### src/rtl/glyph_plotter.sv
// glyph_plotter: walks a built-in glyph bitmap and emits one screen pixel per
// plot handshake, with integer scaling and wrap-around screen coordinates.
// Optional build macro: GLYPH_PLOTTER_BG_EN (plot background positions in
// bg colour instead of skipping them as transparent).
module glyph_plotter #(
    parameter int unsigned CODE_W   = 4,
    parameter int unsigned GLYPH_W  = 16,
    parameter int unsigned GLYPH_H  = 16,
    parameter int unsigned SCALE    = 1,
    parameter int unsigned X_W      = 8,
    parameter int unsigned Y_W      = 7,
    parameter int unsigned COLOUR_W = 3
) (
    input  logic                clk,
    input  logic                reset,
    input  logic                start_valid,
    output logic                start_ready,
    input  logic [CODE_W-1:0]   char_code,
    input  logic [X_W-1:0]      origin_x,
    input  logic [Y_W-1:0]      origin_y,
    input  logic [COLOUR_W-1:0] fg_colour,
    input  logic [COLOUR_W-1:0] bg_colour,
    output logic [X_W-1:0]      plot_x,
    output logic [Y_W-1:0]      plot_y,
    output logic [COLOUR_W-1:0] plot_colour,
    output logic                plot_valid,
    input  logic                plot_ready,
    output logic                busy,
    output logic                done
);

    localparam int unsigned BITS  = GLYPH_W * GLYPH_H;
    localparam int unsigned IDX_W = (BITS > 1)    ? $clog2(BITS)    : 1;
    localparam int unsigned GC_W  = (GLYPH_W > 1) ? $clog2(GLYPH_W) : 1;
    localparam int unsigned GR_W  = (GLYPH_H > 1) ? $clog2(GLYPH_H) : 1;
    localparam int unsigned SC_W  = (SCALE > 1)   ? $clog2(SCALE)   : 1;

    // Label font, codes 1..12, rows 3..12; MSB of each row word is column 0.
    localparam logic [15:0] FONT [0:11][0:9] = '{
        '{16'h0FF0, 16'h0800, 16'h0800, 16'h0800, 16'h0F80, 16'h0800, 16'h0800, 16'h0800, 16'h0800, 16'h0800}, // F
        '{16'h0FE0, 16'h0810, 16'h0810, 16'h0810, 16'h0FE0, 16'h0810, 16'h0810, 16'h0810, 16'h0810, 16'h0FE0}, // B
        '{16'h07F0, 16'h0800, 16'h0800, 16'h0800, 16'h07E0, 16'h0010, 16'h0010, 16'h0010, 16'h0010, 16'h0FE0}, // S
        '{16'h07E0, 16'h0810, 16'h0010, 16'h0010, 16'h0020, 16'h0040, 16'h0080, 16'h0100, 16'h0200, 16'h0FF0}, // 2
        '{16'h0FE0, 16'h0010, 16'h0010, 16'h0010, 16'h03E0, 16'h0010, 16'h0010, 16'h0010, 16'h0010, 16'h0FE0}, // 3
        '{16'h07E0, 16'h0810, 16'h0810, 16'h0810, 16'h07F0, 16'h0010, 16'h0010, 16'h0010, 16'h0010, 16'h07E0}, // 9
        '{16'h09F0, 16'h0910, 16'h0910, 16'h0910, 16'h0910, 16'h0910, 16'h0910, 16'h0910, 16'h0910, 16'h09F0}, // 10
        '{16'h0FE0, 16'h0810, 16'h0810, 16'h0810, 16'h0FE0, 16'h0800, 16'h0800, 16'h0800, 16'h0800, 16'h0800}, // P
        '{16'h0180, 16'h0380, 16'h0180, 16'h0180, 16'h0180, 16'h0180, 16'h0180, 16'h0180, 16'h0180, 16'h03C0}, // 1
        '{16'h0810, 16'h0810, 16'h0810, 16'h0810, 16'h0810, 16'h0810, 16'h0990, 16'h0990, 16'h0A50, 16'h0C30}, // W
        '{16'h0380, 16'h0100, 16'h0100, 16'h0100, 16'h0100, 16'h0100, 16'h0100, 16'h0100, 16'h0100, 16'h0380}, // I
        '{16'h0420, 16'h0620, 16'h0520, 16'h0520, 16'h04A0, 16'h04A0, 16'h0460, 16'h0460, 16'h0420, 16'h0420}  // N
    };

    typedef enum logic [1:0] {IDLE, LOAD, DRAW, DONE} state_t;

    // Expand a code into the row-major glyph word (bit r*GLYPH_W + c).
    function automatic logic [BITS-1:0] glyph_word(input logic [CODE_W-1:0] code);
        logic [BITS-1:0] w;
        int unsigned     ci;
        w  = '0;
        ci = 32'(code);
        if (ci >= 1 && ci <= 12) begin
            for (int unsigned r = 3; r <= 12; r++) begin
                for (int unsigned c = 0; c < 16; c++) begin
                    if (r < GLYPH_H && c < GLYPH_W)
                        w[IDX_W'(r * GLYPH_W + c)] = FONT[4'(ci - 1)][4'(r - 3)][4'(15 - c)];
                end
            end
        end
        return w;
    endfunction

    state_t                state;
    logic [CODE_W-1:0]     code_q;
    logic [X_W-1:0]        ox_q;
    logic [Y_W-1:0]        oy_q;
    logic [COLOUR_W-1:0]   fg_q;
    logic [COLOUR_W-1:0]   bg_q;
    logic [BITS-1:0]       glyph_q;
    logic [BITS-1:0]       glyph_sel;
    logic [SC_W-1:0]       src, sry, n_src, n_sry;
    logic [GC_W-1:0]       gc, n_gc;
    logic [GR_W-1:0]       gr, n_gr;
    logic [IDX_W-1:0]      base, n_base, n_idx;
    logic [X_W-1:0]        n_px;
    logic [Y_W-1:0]        n_py;
    logic                  last;
    logic                  n_bit;
    logic                  advance;

    assign glyph_sel = glyph_word(code_q);

    // Next scan position: sub-column, glyph column, sub-row, glyph row.
    always_comb begin
        n_src  = src + 1'b1;
        n_gc   = gc;
        n_sry  = sry;
        n_gr   = gr;
        n_base = base;
        n_px   = plot_x + 1'b1;
        n_py   = plot_y;
        last   = 1'b0;
        if (src == SC_W'(SCALE - 1)) begin
            n_src = '0;
            if (gc == GC_W'(GLYPH_W - 1)) begin
                n_gc = '0;
                n_px = ox_q;
                n_py = plot_y + 1'b1;
                if (sry == SC_W'(SCALE - 1)) begin
                    n_sry  = '0;
                    n_gr   = gr + 1'b1;
                    n_base = base + IDX_W'(GLYPH_W);
                    last   = (gr == GR_W'(GLYPH_H - 1));
                end else begin
                    n_sry = sry + 1'b1;
                end
            end else begin
                n_gc = gc + 1'b1;
            end
        end
        n_idx   = n_base + IDX_W'(n_gc);
        n_bit   = glyph_q[n_idx];
        advance = !plot_valid || plot_ready;
    end

    // Control FSM with registered handshake and plot outputs.
    always_ff @(posedge clk) begin
        if (reset) begin
            state       <= IDLE;
            start_ready <= 1'b0;
            busy        <= 1'b0;
            done        <= 1'b0;
            plot_valid  <= 1'b0;
            plot_x      <= '0;
            plot_y      <= '0;
            plot_colour <= '0;
            code_q      <= '0;
            ox_q        <= '0;
            oy_q        <= '0;
            fg_q        <= '0;
            bg_q        <= '0;
            glyph_q     <= '0;
            src         <= '0;
            sry         <= '0;
            gc          <= '0;
            gr          <= '0;
            base        <= '0;
        end else begin
            done <= 1'b0;
            case (state)
                IDLE: begin
                    start_ready <= 1'b1;
                    if (start_valid && start_ready) begin
                        code_q      <= char_code;
                        ox_q        <= origin_x;
                        oy_q        <= origin_y;
                        fg_q        <= fg_colour;
                        bg_q        <= bg_colour;
                        start_ready <= 1'b0;
                        busy        <= 1'b1;
                        state       <= LOAD;
                    end
                end
                LOAD: begin
                    glyph_q     <= glyph_sel;
                    src         <= '0;
                    sry         <= '0;
                    gc          <= '0;
                    gr          <= '0;
                    base        <= '0;
                    plot_x      <= ox_q;
                    plot_y      <= oy_q;
                    plot_colour <= glyph_sel[0] ? fg_q : bg_q;
`ifdef GLYPH_PLOTTER_BG_EN
                    plot_valid  <= 1'b1;
`else
                    plot_valid  <= glyph_sel[0];
`endif
                    state       <= DRAW;
                end
                DRAW: begin
                    if (advance) begin
                        if (last) begin
                            plot_valid <= 1'b0;
                            done       <= 1'b1;
                            state      <= DONE;
                        end else begin
                            src         <= n_src;
                            sry         <= n_sry;
                            gc          <= n_gc;
                            gr          <= n_gr;
                            base        <= n_base;
                            plot_x      <= n_px;
                            plot_y      <= n_py;
                            plot_colour <= n_bit ? fg_q : bg_q;
`ifdef GLYPH_PLOTTER_BG_EN
                            plot_valid  <= 1'b1;
`else
                            plot_valid  <= n_bit;
`endif
                        end
                    end
                end
                DONE: begin
                    busy        <= 1'b0;
                    start_ready <= 1'b1;
                    state       <= IDLE;
                end
                default: state <= IDLE;
            endcase
        end
    end

endmodule

### config.mk
export PLATFORM = sky130hd
export DESIGN_NAME = glyph_plotter
export DESIGN_NICKNAME = d
export VERILOG_FILES = /design/src/rtl/glyph_plotter.sv
export SDC_FILE = /design/constraint.sdc
export NUM_CORES = 1
export LEC_CHECK = 0
export ABC_AREA = 1
export CAP_MARGIN = 0
export CORE_MARGIN = 1
export CORE_UTILIZATION = 33
export DETAILED_ROUTE_END_ITERATION = 16
export PLACE_DENSITY = 0.56
export SYNTH_ARGS = -nofsm -noshare
export SYNTH_HDL_FRONTEND = slang
export SYNTH_SLANG_ARGS = --single-unit
export TNS_END_PERCENT = 5
### constraint.sdc
create_clock -name clk -period 5.3 [get_ports clk]
set_input_delay 1.06 -clock clk [delete_from_list [all_inputs] [get_ports clk]]
set_output_delay 1.06 -clock clk [all_outputs]
set_load 0.02 [all_outputs]
# After elaboration in Yosys (flattened, before gate mapping)
# Memory sizes are Yosys's and may differ from the RTL's.
# Index checks and enable logic that the tools add are counted.
dict set report word_totals {
  ff_bits 227
  latchBits 0
  ram_bits 0
  mem_bits_ro 2560
  word_cells 124
  n_memories 1
}
# memory depth word_bits rd rd_clocked_by_memory_dff wr line
set mem_list {}
lappend mem_list {{(name not given)} 16 160 1 0 0 66} ;# w[IDX_W'(r * GLYPH_W + c)] = FONT[4'(ci - 1)][4'(r - 3)][4'(15 - c)];
dict set report op_classes {
  addsub 9
  multipliers 0
  n_div 0
  magnitude_cmp 4
  eq_ne 12
  shifts 0
  mux 61
  bitwise_logic 3
  reduce_logical 15
}
# op n
set op_table {}
lappend op_table {{$mux 160} 3}
lappend op_table {{$mux 8} 9}
lappend op_table {{$mux 4} 9}
lappend op_table {{$pmux 8 s2} 2}
lappend op_table {{$mux 7} 4}
lappend op_table {{$mux 1} 17}
lappend op_table {{$pmux 4 s2} 2}
lappend op_table {{$ne 2x2->1 const B} 7}
lappend op_table {{$pmux 7 s2} 1}
lappend op_table {{$pmux 1 s2} 5}
lappend op_table {{$lt 8x9->1 const B} 1}
lappend op_table {{$mux 3} 3}
lappend op_table {{$add 4x1->4 const B} 2}
lappend op_table {{$add 8x1->8 const B} 1}
lappend op_table {{$add 8x4->8} 1}
lappend op_table {{$add 8x5->8 const B} 1}
lappend op_table {{$bmux 1 s8} 1}
lappend op_table {{$eq 4x4->1 const B} 2}
lappend op_table {{$pmux 2 s4} 1}
lappend op_table {{$add 7x1->7 const B} 1}
lappend op_table {{$mux 2} 3}
lappend op_table {{$pmux 3 s2} 1}
lappend op_table {{$reduce_and 2->1} 3}
lappend op_table {{$reduce_and 3->1} 2}
lappend op_table {{17 further kinds} 22}

# Longest topological paths before layout
dict set report depth {
  ltp_word 11
  mapped_depth 18
  depth_no_buf 18
}

# Worst setup path after synthesis
# OpenSTA, ideal clock, no wires.
dict set report synth_path {
  path_kind {reg-to-reg}
  from {register gc[0]}
  to {register plot_colour[2]}
  setup_time_ns 0.067
  t_arrival_ns 2.192
  path_slack_ns 3.040
  path_stages_with_launch 16
  path_buffers 2
  path_cell_list {dfxtp_1 > ha_1 > ha_1 > clkbuf_1 > inv_1 > buf_2 > o21ai_0 > o22ai_1 > nand2_1 > nand2_1 > a21oi_1 > nand2_2 > nand3_2 > nand2_1 > nand3_1 > a21oi_2}
}
dict set report synth_via {
  elab_chain_cells 10
  word_cells_on_any_way 17
  cone_classes {2 x add/sub; 2 x eq/ne; 12 x mux; 1 x reduce/logical}
}
# item line
set synth_rtl {}
lappend synth_rtl {{start, declared} 82} ;# logic [GC_W-1:0] gc, n_gc;
lappend synth_rtl {{start signal, assigned} 190} ;# gc <= n_gc;
lappend synth_rtl {{$add 4x1->4 / $eq 4x4->1 (equally long branches)} {118, 105}}
lappend synth_rtl {{$mux 4 / $mux 8 (equally long branches)} 105} ;# if (gc == GC_W'(GLYPH_W - 1)) begin
lappend synth_rtl {{$mux 4 / $mux 8 (equally long branches)} 103} ;# if (src == SC_W'(SCALE - 1)) begin
lappend synth_rtl {{$add 8x4->8} 121} ;# n_idx = n_base + IDX_W'(n_gc);
lappend synth_rtl {{$bmux 1 s8} 122} ;# n_bit = glyph_q[n_idx];
lappend synth_rtl {{$mux 1 (not written as such)} 122}
lappend synth_rtl {{$mux 3} 195} ;# plot_colour <= n_bit ? fg_q : bg_q;
lappend synth_rtl {{$mux 3} 183} ;# if (last) begin
lappend synth_rtl {{$mux 3} 182} ;# if (advance) begin
lappend synth_rtl {{$pmux 3 s2} 150} ;# case (state)
lappend synth_rtl {{end signal, assigned} 173} ;# plot_colour <= glyph_sel[0] ? fg_q : bg_q;
lappend synth_rtl {{end signal, assigned} 195}
lappend synth_rtl {{end, declared} 25} ;# output logic [COLOUR_W-1:0] plot_colour,
# Several ways; a longest one is shown, not always the timed one. The select of a mux whose other input is x is not followed.
# A chain may end at the register's enable or synchronous reset.

# Worst setup path after layout
dict set report layout_path {
  from {register state[0]}
  to {register plot_x[4]}
}
dict set report layout_via {
  elab_chain_cells 3
  word_cells_on_any_way 7
  cone_classes {4 x eq/ne; 1 x mux; 2 x reduce/logical}
}
# item line
set layout_rtl {}
lappend layout_rtl {{start, declared} 73} ;# state_t state;
lappend layout_rtl {{start signal, assigned} 129} ;# state <= IDLE;
lappend layout_rtl {{start signal, assigned} 161} ;# state <= LOAD;
lappend layout_rtl {{start signal, assigned} 179} ;# state <= DRAW;
lappend layout_rtl {{$eq 2x2->1 / $eq 2x1->1 (equally long branches)} 150}
lappend layout_rtl {{$ne 2x2->1 (no line) / $reduce_bool 2->1 (equally long branches)} -}
lappend layout_rtl {{$reduce_and 3->1 (no line)} -}
lappend layout_rtl {{end signal, assigned} 171} ;# plot_x <= ox_q;
lappend layout_rtl {{end signal, assigned} 193} ;# plot_x <= n_px;
lappend layout_rtl {{end, declared} 23} ;# output logic [X_W-1:0] plot_x,
# Several ways; a longest one is shown, not always the timed one.

==> flow_summary_export.csv <==
group,metric,value,unit
placed_design,place.gp.congestion,0.8261,
timing,worst_slew_margin_rel,0.2816,
timing,finalHoldViolations,0,
synth,yosysSeqAreaShare,0.3765,
placed_design,dpl.hpwl,9849,um
run_status,outcome,"finished, final reports clean",
worst_setup_path,required,5560,ps
layout,layout-drive-gt1-share,0.06423,
timing,min_period,3056,ps
clocking,htree_num_levels,3,
floorplanning,fp-row-count,45,
pwr,p_leak,2.399,nW
layout,final_area,6190,um2
layout,mostFrequentLayoutCells,"nand2_1 (180), dfxtp_1 (99), a21oi_1 (93)",
synth,synth_top_family_by_area,"simple AND/OR/NAND/NOR gates",
synth,yosys.area_share.adder,0.04516,
clocking,cts_resized,0,
timing,worstMarginPinSlew,1071,ps
synth,synthFlopType,"dfxtp_1",
layout,final_common_cell,"nand2_1",
worst_setup_path,timing.rr.start,"state[0]",
clocking,root_buffer,"clkbuf_16",
synth,synth-simple-area-share,0.2857,
floorplanning,dieArea,16460,um2
worst_setup_path,cp_data_arrival_time,3320,ps
synth,synthDistinctLibCells,45,
route,wire_per_inst,14.11,um
worst_setup_path,cp-start-kind,"register",
global_routing,grt_usage,0.1812,
timing,period_share,0.5766,
synth,ys_ff_latch,99,
placed_design,placed_area,5872,um2
clocking,cts_buffer_depth,2,
synth,synth_compound_area_frac,0.1875,
layout,final_nets,837,
route,num_vias,4951,
floorplanning,initial_core_util,0.3425,
route,drt-initial-drc-count,270,
route,totalWireLength,14180,um
timing,fmax,0.3272,GHz
global_routing,grt_pass1_vias,4603,
worst_setup_path,cp_max_fo,20,
route,first_pass_iters,5,
synth,netlist_instances,764,
timing,slew_violations,0,
pwr,pwr_density_cell,431.0,nW/um2
timing,setup_viol,0,
floorplanning,coreArea,15370,um2
route,vias_per_cell,4.926,
timing,skew,6.505,ps
worst_hold_path,min_to,"ox_q[2]",
job,max-cap-violations,0,
synth,yosys_warnings,0,
synth,async_reset_ff_frac,0,
worst_setup_path,regToRegEndpoint,"plot_x[4]",
clocking,clk_latency,350,ps
clocking,cts_setup_buffers,0,
global_routing,antenna_found_initial,0,
placed_design,numPortBuffers,50,
pwr,ir_drop,193.0,uV
worst_hold_path,min_from,"ox_q[2]",
worst_hold_path,worstHoldPathCells,2,
worst_setup_path,worstRegToRegCells,10,
clocking,cts_inserted_buffers,9,
synth,netlist_area,5264,um2
synth,synthMuxAreaShare,0,
layout,areaGrowthSynthToFinish,17.59,%
worst_setup_path,crit_type,"register to register",
worst_setup_path,critPathCaptureType,"register",
route,drc,0,
synth,syn_avg_cell_area,6.890,um2
worst_hold_path,worstHoldPathType,"register to register",
floorplanning,die_height,128.3,um
clocking,cts_hold_buf,0,
global_routing,grt_max_degree,70,
timing,setup_tns,0,ps
floorplanning,num_io_pins,51,
synth,synthXorXnorAreaFrac,0.01141,
clocking,cts_tree,"built",
layout,insertedDiodeCount,0,
synth,synth_edf_count,0,
clocking,clk_pin_slew,80,ps
global_routing,grt_pass1_wl,23460,um
timing,rsz0062_at_grt,"no",
global_routing,grt_overflow_total,0,
floorplanning,die_w,128.3,um
worst_setup_path,r2r_slack,2240,ps
clocking,cts_sinks,99,
layout,n_fill_cell,1624,
route,postRouteAntennaNets,0,
[Yosys cell counts (2+ instances only)]
master	instances	area, um2
nand2_1	180	675.7
dfxtp_1	99	1982
a21oi_1	93	465.5
nand3_1	81	405.4
inv_1	78	292.8
o21ai_0	56	280.3
nor2_1	32	120.1
clkbuf_1	28	105.1
ha_1	19	237.7
nor3_1	10	50.05
nand2_2	9	56.30
buf_2	7	35.03
nand4_1	7	43.79
a31oi_1	6	37.54
inv_2	5	18.77
xor2_1	5	43.79
a211oi_1	4	30.03
o211ai_1	4	30.03
a21oi_2	3	26.28
a221oi_1	3	26.28
nand3_2	3	30.03
nand3b_1	3	22.52
buf_4	2	15.01
clkinv_1	2	7.510
nand2_4	2	22.52
nor2_2	2	12.51
nor2_4	2	22.52
o31ai_1	2	15.01
[cells by family (layout without fill, tap and decap cells)]
family,count (synthesis),in the layout
and+or+nand+nor,335,335
AOI/OAI and AO/OA,180,180
buffers and inverters,124,153
DFF,99,99
adders and majority gates,19,19
xor gates and xnor gates,6,6
other,1,2
[state kept, by name, indices dropped and copies added, names as in the netlist]
signal / cells
glyph_q: 38
ox_q: 8
plot_x: 8
oy_q: 7
plot_y: 7
base: 4
code_q: 4
gc: 4
gr: 4
bg_q: 3
fg_q: 3
plot_colour: 3
state: 2
busy: 1
done: 1
plot_valid: 1
start_ready: 1
[how the worst max path moves through the flow]
stage | depth (start not counted) | from | end | slack, ps
2_1_floorplan | 15 | gc[0] | plot_colour[2] | 3040
3_3_place_gp | 11 | plot_ready | plot_x[5] | 2090
3_5_place_dp | 11 | plot_ready | plot_x[5] | 2040
4_1_cts | 11 | state[0] | plot_x[5] | 2260
5_1_grt | 11 | state[0] | plot_x[5] | 1890
6_report | 10 | state[0] | plot_x[4] | 2240
[layer usage]
layer / global-route usage / routed length (um) / vias to the layer above
met5: 0 / 0 / -
met4: 0.06505 / 165 / 0
met3: 0.02588 / 504 / 10
met2: 0.2827 / 6288 / 84
met1: 0.2530 / 7217 / 2278
li1: - / - / 2579
[power by group]
group          internal, mW  total, mW  leakage (nW)  switching, mW
clock                 0.391      0.712         0.158          0.321
sequential            0.865      0.953         0.804         0.0883
combinational         0.316       1.00          1.44          0.686
total                  1.57       2.67          2.40           1.10
[critical path, cell delays in order, from the launching register on]
cell and delay (ps):
dfxtp_1 340, inv_1 80, ha_1 530, inv_1 380
nor2_1 240, inv_1 70, nand2_1 80, inv_1 50
nand2_1 500, inv_1 340, a221oi_1 330
[per-stage QoR]
step / power, mW / util / hold WS (ps) / setup WS, ps / instances
final: 2.668 / 0.4027 / 456.5 / 2244 / 1005
after detailed placement: 1.961 / 0.3820 / 449.1 / 2037 / 989
after floorplan: 1.680 / - / 429.7 / 3040 / 765
after global routing: 2.854 / 0.4027 / 476.9 / 1891 / 1005
after global placement: 1.960 / 0.3820 / 443.8 / 2092 / 989
after CTS: 2.678 / 0.4027 / 461.0 / 2262 / 1005
[cell type report]
| cell class | instances | area (um2) | area share |
|---|---|---|---|
| sequential | 99 | 1982 | 0.3202 |
| inverter | 85 | 319.1 | 0.05155 |
| clock inverter | 6 | 78.83 | 0.01273 |
| timing repair buffer | 52 | 510.5 | 0.08247 |
| tap | 211 | 264.0 | 0.04265 |
| clock buffer | 10 | 239.0 | 0.03861 |
| multi-input combinational | 542 | 2796 | 0.4518 |
Note: power is estimated with default switching activity, not from simulation.
==> RTL change (same flow settings) <==
Set the parameter `CODE_W` to 5 (it was 4).
--- a/src/rtl/glyph_plotter.sv
+++ b/src/rtl/glyph_plotter.sv
@@ -3,7 +3,7 @@
 // Optional build macro: GLYPH_PLOTTER_BG_EN (plot background positions in
 // bg colour instead of skipping them as transparent).
 module glyph_plotter #(
-    parameter int unsigned CODE_W   = 4,
+    parameter int unsigned CODE_W   = 5,
     parameter int unsigned GLYPH_W  = 16,
     parameter int unsigned GLYPH_H  = 16,
     parameter int unsigned SCALE    = 1,
Interface: changed (resized char_code); port bits go from 51 to 52. No check against the original RTL was run, so the function may have changed too.
==> RTL change against the original RTL <==
Total power down 1.8%; sequential cell count grew 1; routed wire length fell by 3.6%; critical path depth increased by 1; design area shrank 0.26%; area after synthesis hardly changed; worst setup slack got worse by 0.019 ns; non-clock buffer count is 1 higher; cell count rose by 0.30%; sequential share of layout area increased by 0.41 points.
==> RTL change: results (changes against the original RTL) <==
synthesis:
  synth.distinct_cells: 39  # was 45
  ys.warnings.count: 0  # unchanged
  synth.area.top_cells: "dfxtp_1 (38%), nand2_1 (13%), a21oi_1 (8.8%)"  # unchanged
  syn_inst: 761  # was 764
  synthFlopType: "dfxtp_1"  # unchanged
  synth_top_area_frac: 0.3805  # was 0.3765
  ys_seq_area_frac: 0.3805  # was 0.3765
  synthTopCellsByCount: "nand2_1 (186), dfxtp_1 (100), a21oi_1 (92)"  # was nand2_1 (180), dfxtp_1 (99), a21oi_1 (93)
power_and_ir_drop:
  leakagePower_uw: 0.002378  # was 0.002399 uW
  ir_drop_v: 0.0001573  # was 0.0001930 V
global_route:
  grtUsageTotal: 0.1757  # was 0.1812
  grt_pass1_wl_mm: 22.82  # was 23.46 mm
  grt_pass1_vias: 4576  # was 4603
  antenna_found_initial: 0  # unchanged
  grt_start_max_net_pins: 69  # was 70
critical_path:
  cp_max_fo: 21  # was 20
  path_class: "reg -> reg"  # unchanged
  crit_slowest_cell: "nand2_1"  # was ha_1
  rr_worst_depth: 11  # was 10
  r2r_end: "plot_x[1]"  # was plot_x[4]
  critical-path-max-stage-delay_ns: 0.52
  cp.arrival_ns: 3.28  # was 3.32 ns
  reg2reg_slack_ns: 2.22  # was 2.24 ns
placed_design:
  dpl-instance-area_sq_um: 5866  # was 5872 sq um
  placedCellCount: 992  # was 989
  dpl.hpwl_mm: 9.752  # was 9.849 mm
  place.port_buffers: 51  # was 50
  gp_congestion: 0.9005  # was 0.8261
  pre_cts_ws_ns: 1.992  # was 2.037 ns
worst_hold_path:
  hold_start: "fg_q[1]"  # was ox_q[2]
  min_to: "fg_q[1]"  # was ox_q[2]
timing:
  max_freq_ghz: 0.3252  # was 0.3272 GHz
  hold-worst-slack_ns: 0.4604  # was 0.4565 ns
  setup_violations: 0  # unchanged
  relSlewSlack: 0.3369  # was 0.2816
  fin_skew_ns: 0.01004  # was 0.006505 ns
route:
  drt-total-wl_mm: 13.67  # was 14.18 mm
  vias: 4983  # was 4951
  drt_iter0_drc: 324  # was 270
  drt-wirelength-per-cell_um: 13.56  # was 14.11 um
cts:
  clk_path_buf_depth: 2  # unchanged
  cts_resized: 0  # unchanged
run_status:
  outcome: "complete, no violations"  # unchanged
cells_and_area:
  top_regs: "glyph_q (38), ox_q (8), plot_x (8)"  # unchanged
  final_nets: 842  # was 837
  drive_gt1_frac: 0.04517  # was 0.06423
## RTL change: per-layer routing
metal  GRT usage  wire length, um  vias to the layer above  share of wire
met3     0.02713              531                       14          0.039
met4     0.06713              242                        0          0.018
met2      0.2687             6010                      100           0.44
met5           0                0                        -              0
met1      0.2469             6885                     2281           0.50
li1            -                -                     2588              -
## RTL change: where the power goes
part	total (uW)	switching, uW	leakage, uW	internal, uW
Sequential	965	90.9	0.000812	874
Combinational	970	659	0.00142	311
Clock	685	301	0.000150	384
## RTL change: area by class of cell
class	count	area (sq um)
Clock buffer	10	239.0
Clock inverter	6	68.82
Fill cell	1620	9198
Inverter	80	300.3
Multi-Input combinational cell	548	2779
Sequential cell	100	2002
Tap cell	211	264.0
Timing Repair Buffer	53	520.5
## RTL change: cell families after synthesis
group,Yosys count,share of synthesized area
buffers and inverters,114,0.09203
other,1,0.0007128
and+or+nand+nor,338,0.2751
DFF,100,0.3805
AOI/OAI and AO/OA,181,0.1910
adders and majority gates,20,0.04756
xor gates and xnor gates,7,0.01308
